**src/rtl/load_seq_pkg.sv**
```systemverilog
// Shared types and default widths for the storage load sequencer.
// Target and state encodings are visible on the host interface, so their values are fixed here.
package load_seq_pkg;

   localparam int DEF_DATA_W = 48;
   localparam int DEF_IDX_W  = 32;
   localparam int DEF_CODE_W = 12;
   localparam int DEF_CNT_W  = 16;
   localparam int N_TARGETS  = 4;

   typedef enum logic [1:0] {
      CODE   = 2'd0,
      WEIGHT = 2'd1,
      INPUT  = 2'd2,
      LABEL  = 2'd3
   } target_e;

   typedef enum logic [2:0] {
      IDLE    = 3'd0,
      LOAD    = 3'd1,
      LOC_RST = 3'd2,
      CODE_EN = 3'd3,
      RUN     = 3'd4
   } state_e;

   // One-hot write select for a record target.
   function automatic logic [N_TARGETS-1:0] target_select(input target_e t);
      logic [N_TARGETS-1:0] sel;
      sel = '0;
      case (t)
         CODE:    sel[0] = 1'b1;
         WEIGHT:  sel[1] = 1'b1;
         INPUT:   sel[2] = 1'b1;
         LABEL:   sel[3] = 1'b1;
         default: sel = '0;
      endcase
      return sel;
   endfunction

endpackage

```
**src/rtl/storage_write_port.sv**
```systemverilog
// One storage write interface: a registered address/data bus plus a one-cycle write strobe.
// The bus keeps its last written value between writes; only the strobe returns to zero.
module storage_write_port #(
   parameter int ADDR_W = 32,
   parameter int DATA_W = 48
) (
   input  logic              clk,
   input  logic              rst_n,
   input  logic              i_wr,
   input  logic [ADDR_W-1:0] i_addr,
   input  logic [DATA_W-1:0] i_data,
   output logic [ADDR_W-1:0] o_addr,
   output logic [DATA_W-1:0] o_data,
   output logic              o_is_write
);

   logic [ADDR_W-1:0] r_addr;
   logic [DATA_W-1:0] r_data;
   logic              r_is_write;

   // NOTE: sequential state uses non-blocking (<=) so every register samples pre-edge values.
   // NOTE: the bus registers are reset too, because downstream sees them as defined outputs from reset.
   always_ff @(posedge clk or negedge rst_n) begin
      if (!rst_n) begin
         r_addr     <= '0;
         r_data     <= '0;
         r_is_write <= 1'b0;
      end else begin
         r_is_write <= i_wr;
         if (i_wr) begin
            r_addr <= i_addr;
            r_data <= i_data;
         end
      end
   end

   assign o_addr     = r_addr;
   assign o_data     = r_data;
   assign o_is_write = r_is_write;

endmodule

```
**src/rtl/storage_load_sequencer.sv**
```systemverilog
// Host-facing sequencer for data_path: steers load records to the four storage write ports,
// then sequences locator reset, code storage enable and controller enable in that order.
module storage_load_sequencer
   import load_seq_pkg::*;
#(
   parameter int DATA_W = DEF_DATA_W,
   parameter int IDX_W  = DEF_IDX_W,
   parameter int CODE_W = DEF_CODE_W,
   parameter int CNT_W  = DEF_CNT_W
) (
   input  logic              clk_clk,
   input  logic              reset_reset_n,

   input  logic              rec_valid,
   output logic              rec_ready,
   input  logic [1:0]        rec_target,
   input  logic [IDX_W-1:0]  rec_layer,
   input  logic [IDX_W-1:0]  rec_row,
   input  logic [DATA_W-1:0] rec_data,

   input  logic              cmd_load,
   input  logic              cmd_run,
   input  logic              cmd_stop,

   output logic [IDX_W-1:0]  code_storage_write_interface_write_line,
   output logic [CODE_W-1:0] code_storage_write_interface_write_data,
   output logic              code_storage_write_interface_is_write,

   output logic [IDX_W-1:0]  weight_storage_write_interface_write_layer_index,
   output logic [IDX_W-1:0]  weight_storage_write_interface_write_row_index,
   output logic [DATA_W-1:0] weight_storage_write_interface_write_data,
   output logic              weight_storage_is_write_interface_is_write,

   output logic [IDX_W-1:0]  input_storage_write_interface_write_layer_index,
   output logic [IDX_W-1:0]  input_storage_write_interface_write_row_index,
   output logic [DATA_W-1:0] input_storage_write_interface_write_data,
   output logic              input_storage_is_write_interface_is_write,

   output logic [IDX_W-1:0]  label_storage_write_interface_write_layer_index,
   output logic [IDX_W-1:0]  label_storage_write_interface_write_row_index,
   output logic [DATA_W-1:0] label_storage_write_interface_write_data,
   output logic              label_storage_is_write_interface_is_write,

   output logic              matrix_storage_locator_reset_interface_reset,
   output logic              code_storage_enable_interface_enable,
   output logic              controller_enable_interface_enable,
   output logic [2:0]        state_o,
   output logic [CNT_W-1:0]  write_count
);

   state_e                 r_state;
   state_e                 w_state_next;
   logic [CNT_W-1:0]       r_write_count;
   logic                   w_ready;
   logic                   w_accept;
   logic                   w_clear_count;
   logic [N_TARGETS-1:0]   w_sel;
   logic [2*IDX_W-1:0]     w_weight_addr;
   logic [2*IDX_W-1:0]     w_input_addr;
   logic [2*IDX_W-1:0]     w_label_addr;

   // ------------------------------------------------------------------
   // Run-control FSM. Stop beats run beats load; commands that do not
   // apply to the current state fall through to the default hold.
   // ------------------------------------------------------------------
   always_ff @(posedge clk_clk or negedge reset_reset_n) begin
      if (!reset_reset_n) begin
         r_state <= IDLE;
      end else begin
         r_state <= w_state_next;
      end
   end

   // NOTE: every signal driven here gets a default first so no path can infer a latch.
   always_comb begin
      w_state_next  = r_state;
      w_ready       = 1'b0;
      w_clear_count = 1'b0;
      matrix_storage_locator_reset_interface_reset = 1'b0;
      code_storage_enable_interface_enable         = 1'b0;
      controller_enable_interface_enable           = 1'b0;

      case (r_state)
         IDLE: begin
            if (!cmd_stop && cmd_load) begin
               w_state_next  = LOAD;
               w_clear_count = 1'b1;
            end
         end
         LOAD: begin
            // A record offered alongside cmd_run is refused so nothing lands after the run starts.
            w_ready = !cmd_run;
            if (cmd_stop) begin
               w_state_next = IDLE;
            end else if (cmd_run) begin
               w_state_next = LOC_RST;
            end
         end
         LOC_RST: begin
            matrix_storage_locator_reset_interface_reset = 1'b1;
            w_state_next = cmd_stop ? IDLE : CODE_EN;
         end
         CODE_EN: begin
            code_storage_enable_interface_enable = 1'b1;
            w_state_next = cmd_stop ? IDLE : RUN;
         end
         RUN: begin
            code_storage_enable_interface_enable = 1'b1;
            controller_enable_interface_enable   = 1'b1;
            if (cmd_stop) begin
               w_state_next = IDLE;
            end
         end
         default: begin
            w_state_next = IDLE;
         end
      endcase
   end

   assign rec_ready = w_ready;
   assign state_o   = r_state;
   assign w_accept  = rec_valid && w_ready;
   assign w_sel     = target_select(target_e'(rec_target));

   // ------------------------------------------------------------------
   // Saturating count of records accepted since the last cmd_load.
   // ------------------------------------------------------------------
   always_ff @(posedge clk_clk or negedge reset_reset_n) begin
      if (!reset_reset_n) begin
         r_write_count <= '0;
      end else if (w_clear_count) begin
         r_write_count <= '0;
      end else if (w_accept && (r_write_count != {CNT_W{1'b1}})) begin
         r_write_count <= r_write_count + 1'b1;
      end
   end

   assign write_count = r_write_count;

   // ------------------------------------------------------------------
   // Storage write ports. Code storage takes the row as its line and
   // only the low CODE_W data bits; the others carry {layer, row}.
   // ------------------------------------------------------------------
   storage_write_port #(
      .ADDR_W (IDX_W),
      .DATA_W (CODE_W)
   ) u_code_port (
      .clk        (clk_clk),
      .rst_n      (reset_reset_n),
      .i_wr       (w_accept && w_sel[0]),
      .i_addr     (rec_row),
      .i_data     (rec_data[CODE_W-1:0]),
      .o_addr     (code_storage_write_interface_write_line),
      .o_data     (code_storage_write_interface_write_data),
      .o_is_write (code_storage_write_interface_is_write)
   );

   storage_write_port #(
      .ADDR_W (2*IDX_W),
      .DATA_W (DATA_W)
   ) u_weight_port (
      .clk        (clk_clk),
      .rst_n      (reset_reset_n),
      .i_wr       (w_accept && w_sel[1]),
      .i_addr     ({rec_layer, rec_row}),
      .i_data     (rec_data),
      .o_addr     (w_weight_addr),
      .o_data     (weight_storage_write_interface_write_data),
      .o_is_write (weight_storage_is_write_interface_is_write)
   );

   storage_write_port #(
      .ADDR_W (2*IDX_W),
      .DATA_W (DATA_W)
   ) u_input_port (
      .clk        (clk_clk),
      .rst_n      (reset_reset_n),
      .i_wr       (w_accept && w_sel[2]),
      .i_addr     ({rec_layer, rec_row}),
      .i_data     (rec_data),
      .o_addr     (w_input_addr),
      .o_data     (input_storage_write_interface_write_data),
      .o_is_write (input_storage_is_write_interface_is_write)
   );

   storage_write_port #(
      .ADDR_W (2*IDX_W),
      .DATA_W (DATA_W)
   ) u_label_port (
      .clk        (clk_clk),
      .rst_n      (reset_reset_n),
      .i_wr       (w_accept && w_sel[3]),
      .i_addr     ({rec_layer, rec_row}),
      .i_data     (rec_data),
      .o_addr     (w_label_addr),
      .o_data     (label_storage_write_interface_write_data),
      .o_is_write (label_storage_is_write_interface_is_write)
   );

   assign weight_storage_write_interface_write_layer_index = w_weight_addr[2*IDX_W-1:IDX_W];
   assign weight_storage_write_interface_write_row_index   = w_weight_addr[IDX_W-1:0];
   assign input_storage_write_interface_write_layer_index  = w_input_addr[2*IDX_W-1:IDX_W];
   assign input_storage_write_interface_write_row_index    = w_input_addr[IDX_W-1:0];
   assign label_storage_write_interface_write_layer_index  = w_label_addr[2*IDX_W-1:IDX_W];
   assign label_storage_write_interface_write_row_index    = w_label_addr[IDX_W-1:0];

endmodule

```
**config.mk**
```make
export PLATFORM = sky130hd
export DESIGN_NAME = storage_load_sequencer
export DESIGN_NICKNAME = d
export VERILOG_FILES = /design/src/rtl/load_seq_pkg.sv /design/src/rtl/storage_write_port.sv /design/src/rtl/storage_load_sequencer.sv
export SDC_FILE = /design/constraint.sdc
export NUM_CORES = 1
export LEC_CHECK = 0
export BUFFER_PORTS_ARGS = -buffer_cell sky130_fd_sc_hd__buf_2
export CAP_MARGIN = 40
export CORE_MARGIN = 5
export CORE_UTILIZATION = 30
export CTS_CLUSTER_DIAMETER = 40
export DETAILED_ROUTE_END_ITERATION = 10
export GPL_ROUTABILITY_DRIVEN = 0
export SYNTH_ARGS = -nofsm -noshare
export SYNTH_HDL_FRONTEND = slang
export SYNTH_HIERARCHICAL = 1
export SYNTH_SLANG_ARGS = --single-unit
```
**constraint.sdc**
```tcl
create_clock -name clk_clk -period 3.2 [get_ports clk_clk]
set_clock_uncertainty 0.05 [all_clocks]
set_input_delay 0.16 -clock clk_clk [delete_from_list [all_inputs] [get_ports clk_clk]]
set_output_delay 0.16 -clock clk_clk [all_outputs]
set_load 0.01 [all_outputs]
```
==> results of run 1 <==
-- cells by family (layout without fill, tap and decap cells) --
| family | count (synthesis) | after routing | share of synthesized area (%) |
|---|---|---|---|
| AO/OA/AOI/OAI | 26 | 26 | 1.03 |
| buffers and inverters | 46 | 780 | 2.93 |
| adder cells (fa/ha/maj) | 1 | 1 | 0.0802 |
| AND/OR/NAND/NOR | 63 | 63 | 2.51 |
| XOR/XNOR | 1 | 1 | 0.0562 |
| multiplexers | 385 | 385 | 28.7 |
| flip-flops | 403 | 403 | 64.7 |
-- report_power, final --
| part | internal [mW] | total [mW] | leakage, nW | switching (mW) |
|---|---|---|---|---|
| logic | 2.00 | 3.89 | 5.00 | 1.89 |
| clock network | 4.29 | 6.70 | 1.01 | 2.41 |
| registers | 6.36 | 7.05 | 5.19 | 0.689 |
| total | 12.7 | 17.6 | 11.2 | 4.98 |
-- cell type report --
cell class	instances	area [µm²]	area share, %
Sequential cell	403	10100	45.3
Multi-Input combinational cell	476	5070	22.8
Timing Repair Buffer	669	4170	18.7
Clock buffer	71	1620	7.29
Tap cell	680	851	3.82
Clock inverter	38	470	2.11
Inverter	2	7.51	0.0337
-- path summary, 6_finish.rpt --
path                            slack [ps]                       end  cells after the start              startpoint
worst max-delay path                   550  u_weight_port/o_addr[57]                      5              state_o[1]
max in group asynchronous             1930   u_input_port/o_data[35]                      3           reset_reset_n
worst max register to register         550  u_weight_port/o_addr[57]                      5              state_o[1]
worst min register to register         450    u_input_port/o_data[5]                      1  u_input_port/o_data[5]
min in group asynchronous              200   u_input_port/o_addr[12]                      2           reset_reset_n
worst min-delay path                    60   u_input_port/o_is_write                      3           rec_target[0]
-- per-layer routing --
metal  track usage [%]  part of all wire (%)  up-vias
met2              25.4                    48      435
met3              5.63                   9.0       89
met5                 0                 0.047        -
li1                  -                     -     4728
met4              4.90                   2.9        4
met1              18.7                    40     5326
-- worst max-delay path: cells and delay by family (launching register included) --
kind	cells	cell delay [ps]
flip-flops	1	470
buffers and inverters	1	330
multiplexers	1	390
AND/OR/NAND/NOR	3	1160
-- repair_timing --
action | 4_1_cts | 5_1_grt
hold buffers | 118 | 0
hold endpoints to repair | 477 | 0
endpoints found under the setup margin | 0 | 0
-- layout by cell type (no fill, tap or decap), types with 2 or more instances in the layout --
cell type | netlist | final
nor3_1 | 6 | 5
nand4_1 | 5 | 5
nand3_1 | 5 | 5
clkinvlp_4 | 0 | 8
mux2i_1 | 5 | 5
or3_1 | 2 | 2
dlygate4sd3_1 | 0 | 118
clkinv_4 | 0 | 3
bufinv_16 | 0 | 8
buf_4 | 3 | 12
or4_1 | 6 | 6
buf_2 | 10 | 525
o21ai_0 | 5 | 5
nor4_1 | 3 | 3
or2_2 | 2 | 2
inv_8 | 0 | 3
clkinv_2 | 0 | 8
clkbuf_16 | 0 | 61
o31ai_1 | 7 | 7
mux2_4 | 40 | 40
and4_1 | 2 | 2
clkbuf_1 | 0 | 4
nand3b_1 | 2 | 2
a21oi_1 | 10 | 10
clkbuf_8 | 0 | 6
mux2_2 | 340 | 340
inv_6 | 0 | 8
nand2_1 | 14 | 14
inv_1 | 2 | 2
nor3b_1 | 3 | 2
buf_12 | 4 | 13
and2_1 | 2 | 2
dfrtp_1 | 403 | 403
-- registers in the layout (all words and copies together), names as in the netlist --
register                  count
u_label_port/o_is_write       1
u_weight_port/o_data         48
u_input_port/o_data          48
u_weight_port/o_addr         64
u_code_port/o_data           12
u_label_port/o_data          48
u_label_port/o_addr          64
u_input_port/o_addr          64
u_code_port/o_addr           32
write_count                  16
u_code_port/o_is_write        1
u_weight_port/o_is_write      1
state_o                       3
u_input_port/o_is_write       1
==> reports/results.ini, run 1 <==
[status]
status = finished, final reports clean

[floorplanning]
ios = 527
die_area_mm2 = 0.0566
start_util_pct = 30.3
die_h_um = 238
die_w_um = 238
coreArea_mm2 = 0.0514
rows = 83

[sta]
rsz0062_at_grt = false
layout_setup_ws_ps = 549
setup_viol = 0
worst_pin_slew_ps = 864
drv_slew = 0
relSlewSlack_pct = 42.4
fin_tns_setup_ps = 0
whs_ps = 61.0
fmax_mhz = 377
fin_crit_ps = 2650
finalHoldViolations = 0
period_share_pct = 82.8

[worst_setup_path]
end_kind = flop
crit_path_max_incr_delay_ps = 510
startpoint_type = flop
required_ps = 3610
worstPathCellList = nor4b_4 -> nand2_2 -> nor3b_2 -> buf_12 -> mux2_2
crit_fanout = 57
cp.arrival_ps = 3060
path_class = reg2reg
slowest_stage = nor4b_4

[clock_network]
clkSinkCount = 403
path_clk_slew_ps = 60
cts-root-buf = clkbuf_16
clk_latency_ps = 580
cts_setup_buffers = 0
numCtsBuffers = 58
cts_tree = yes
cts_resized = 0
clockBufferDepth = 3
htree_levels = 2

[global_route]
grtUsageTotal_pct = 15.3
grt_first_pass_wirelength_mm = 69.6
grt_max_degree = 103
grt-ovfl-total = 0
antenna_found_initial = 2
grt_pass1_vias = 11643

[synth]
synth_top_area_cell = dfrtp_1
yosysMostFrequentCell = dfrtp_1
synthCells = 925
syn-mean-instance-area_um2 = 16.9
syn-num-nets = 1046
synth_cell_types = 40
ys_seq_area_share_pct = 64.7
synth_common_cells = 403 x dfrtp_1, 340 x mux2_2, 40 x mux2_4
netlist_area_mm2 = 0.0156
synth_top_flop_cell = dfrtp_1
ys_ff_latch = 403
synth_edf_count = 0
synth_area_leaders = dfrtp_1 65%, mux2_2 25%, mux2_4 3.9%
yosysWarningCount = 6
synth_top_area_share_pct = 64.7
async_flop_share_pct = 100

[cells_and_area]
final.fill_count = 4645
final_cell_count_no_fill = 2339
finalInstanceArea_mm2 = 0.0223
syn_to_final_growth_pct = 42.9
fin_util_pct = 43.4
final_nets = 1731
drive_gt1_share_pct = 63.1
diodes = 0

[drt]
drc = 0
postRouteAntennaNets = 0
detail_route.vias_per_cell = 4.52
route.vias.total = 10582
drtIter0Drc = 359
finalWirelength_mm = 45.1
wl_per_cell_um = 19.3
first_pass_iters = 4

[worst_hold_path]
hp-class = in2reg

[power]
vdd_drop_max_uv = 508
power.density_mw_per_mm2 = 791
p_leak_nw = 11.2
power_mw = 17.6

[place]
port_buffers = 526
post-place-cells = 2112
pre_cts_slack_ps = 608
placed_area_mm2 = 0.0190
dp_hpwl_mm = 31.3

[flow_run]
maxCapViolCount = 0

Note: power is estimated with default switching activity, not from simulation.
==> inputs of run 2 (changes only) <==
ABC_AREA = 1   (was default)
clock period = 2.65 ns   (was 3.2 ns; I/O delays follow)
==> reports/results.ini, run 2 <==
[worst_setup_path]
startpoint_type = flop
path_class = reg2reg
end_kind = flop
cp.arrival_ps = 2660  ; -400 ps
required_ps = 3060  ; -550 ps
path_delay_family = simple AND/OR/NAND/NOR gates
worstSetupPathDepth = 9  ; +4
crit_fanout = 64  ; +12%
slowest_stage = nor3_2
crit_path_frequent_cell = nand2_1
crit_path_max_incr_delay_ps = 460  ; -50 ps
r2r_cells = 9  ; +4
worstPathCellList = inv_1 -> nand2_1 -> nor2_2 -> nand3_2 -> nor3_2 -> inv_4 -> buf_4 -> nand2_1 -> nand2_1
critPathBufInv = 3  ; +2

[clock_network]
clkSinkCount = 403  ; unchanged
numCtsBuffers = 67  ; +16%
clockBufferDepth = 3  ; unchanged
cts-root-buf = clkbuf_16
htree_levels = 3  ; +1
clk_latency_ps = 570  ; about the same
cts_tree = yes
path_clk_slew_ps = 50  ; about the same
cts_resized = 0  ; unchanged

[global_route]
use_met1_pct = 23.0  ; +4.2 points
grt_max_degree = 69  ; -33%
antenna_found_initial = 2  ; unchanged
use_met2_pct = 29.9  ; +4.5 points
grt_use_met3_pct = 5.38  ; -0.25 points
grt-ovfl-total = 0  ; unchanged
grt_pass1_vias = 14482  ; +24%
grt_first_pass_wirelength_mm = 83.5  ; +20%
busiest_layer = met2
grtUsageTotal_pct = 18.4  ; +3.1 points

[cells_and_area]
final_nets = 2573  ; +49%
layout_commonest_cell = nand2_1
drive_gt1_share_pct = 28.1  ; -35 points
final_cell_mix = 1,198 x nand2_1, 525 x buf_2, 403 x dfrtp_1
finalInstanceArea_mm2 = 0.0228  ; +2.1%
final.fill_count = 5054  ; +8.8%
syn_to_final_growth_pct = 43.3

[floorplanning]
rows = 84  ; +1.2%
ios = 527  ; unchanged
die_area_mm2 = 0.0576  ; +1.7%
die_w_um = 240  ; +0.87%
coreArea_mm2 = 0.0524  ; +2.0%
die_h_um = 240  ; +0.87%
start_util_pct = 30.3  ; -0.060 points

[synth]
ys_ff_latch = 403  ; unchanged
synth_cell_types = 28  ; -30%
synth_top_area_cell = dfrtp_1
yosysMostFrequentCell = nand2_1
synth_edf_count = 0  ; unchanged
async_flop_share_pct = 100  ; unchanged
syn-mean-instance-area_um2 = 8.86  ; -47%
yosysWarningCount = 6  ; unchanged
synth_top_flop_cell = dfrtp_1
synth_area_leaders = dfrtp_1 64%, nand2_1 28%, buf_6 2.6%
ys_seq_area_share_pct = 63.5  ; -1.2 points
syn-num-nets = 1914  ; +83%
synth_top_area_share_pct = 63.5  ; -1.2 points
netlist_area_mm2 = 0.0159  ; +1.8%
synthCells = 1793  ; +94%
synth_common_cells = 1,198 x nand2_1, 403 x dfrtp_1, 39 x buf_2

[sta]
period_share_pct = 84.9  ; +2.1 points
relSlewSlack_pct = 45.1  ; +2.7 points
fin_tns_setup_ps = 0  ; unchanged
drv_slew = 0  ; unchanged
worst_pin_slew_ps = 823  ; -41.2 ps
fin_crit_ps = 2250  ; -401 ps
setup_viol = 0  ; unchanged
whs_ps = 55.2  ; -5.78 ps
fmax_mhz = 444  ; +18%
rsz0062_at_grt = false
finalHoldViolations = 0  ; unchanged

[drt]
drc = 0  ; unchanged
first_pass_iters = 5  ; +1
wl_per_cell_um = 17.1  ; -11%
route.vias.total = 14300  ; +35%
detail_route.vias_per_cell = 4.48  ; -1.0%
postRouteAntennaNets = 0  ; unchanged
finalWirelength_mm = 54.6  ; +21%
drtIter0Drc = 761  ; +110%

[worst_hold_path]
hp-class = in2async

[place]
placed_area_mm2 = 0.0191  ; +0.71%
dp_hpwl_mm = 36.8  ; +18%
port_buffers = 526  ; unchanged

[status]
status = finished, final reports clean

[power]
vdd_drop_max_uv = 652  ; +28%
power.density_mw_per_mm2 = 1160  ; +47%
p_leak_nw = 13.0  ; +16%

[flow_run]
maxCapViolCount = 0  ; unchanged

run 2: cell count changes in the layout (fill, tap and decap cells not counted), sizes merged, moves of 4 or more:
cell,before,now
nand2,15,1209
mux2,380,0
nor2,2,19
inv,13,29
nand3,5,18
clkbuf,71,83
buf,551,559
a21oi,10,3
o31ai,7,0
or4,6,0
clkinv,11,16
mux2i,5,0
nand4,6,11
nor4,4,0
run 2: worst reg2reg max path, stage by stage (launching register included):
cell and delay, ps:
dfrtp_1 410, inv_1 100, nand2_1 70, nor2_2 130, nand3_2 200, nor3_2 470
inv_4 40, buf_4 330, nand2_1 270, nand2_1 80
run 2: layout make-up:
type	instances	area [µm²]	area share [%]
sequential	403	10100	44.3
clock buffer	83	1860	8.18
multi-input combinational	1279	5000	22.0
antenna	2	5.00	0.0220
inverter	24	105	0.462
tap	688	861	3.78
clock inverter	38	564	2.48
timing repair buffer	677	4270	18.8
run 2: cells by family after synthesis:
| family | after synthesis | share of synthesized area [%] |
|---|---|---|
| simple gates | 1266 | 30.8 |
| compound gates | 9 | 0.331 |
| fa+ha+maj | 1 | 0.0788 |
| buf+inv | 111 | 5.09 |
| xor+xnor | 3 | 0.166 |
| flops | 403 | 63.5 |
run 2: power breakdown:
group	internal, mW	total [mW]	switching [mW]	leakage (nW)
logic	2.83	7.20	4.37	6.68
registers	8.57	9.98	1.41	5.17
clock network	6.04	9.21	3.18	1.16
run 2: per-stage QoR:
stage	total power [mW]	worst slack [ps]	instances	util (%)
floorplan	13.2	926	1793	-
global placement	16.9	480	2953	36.5
detailed placement	17.2	410	2953	36.5
CTS	26.7	397	3192	43.4
global route	28.0	222	3194	43.4
finish	26.4	400	3194	43.4
run 2: layer usage:
metal,vias up,routed length [µm]
met3,104,4870
met2,621,26000
li1,6768,-
met4,0,1880
met5,-,0
met1,6807,21900
run 2: worst paths after layout:
check	startpoint	endpoint	slack, ps
max	state_o[1]	u_input_port/o_data[14]	400
min	reset_reset_n	u_weight_port/o_addr[55]	60
max reg2reg	state_o[1]	u_input_port/o_data[14]	400
min reg2reg	u_code_port/o_addr[14]	u_code_port/o_addr[14]	410
max in group asynchronous	reset_reset_n	u_weight_port/o_data[10]	1660
min in group clk_clk	rec_valid	write_count[1]	90
run 2: what timing repair did:
action	in CTS	in global routing
endpoints found under the hold margin	789	0
endpoints found under the setup margin	0	0
hold buffers	118	0
setup buffers	0	0
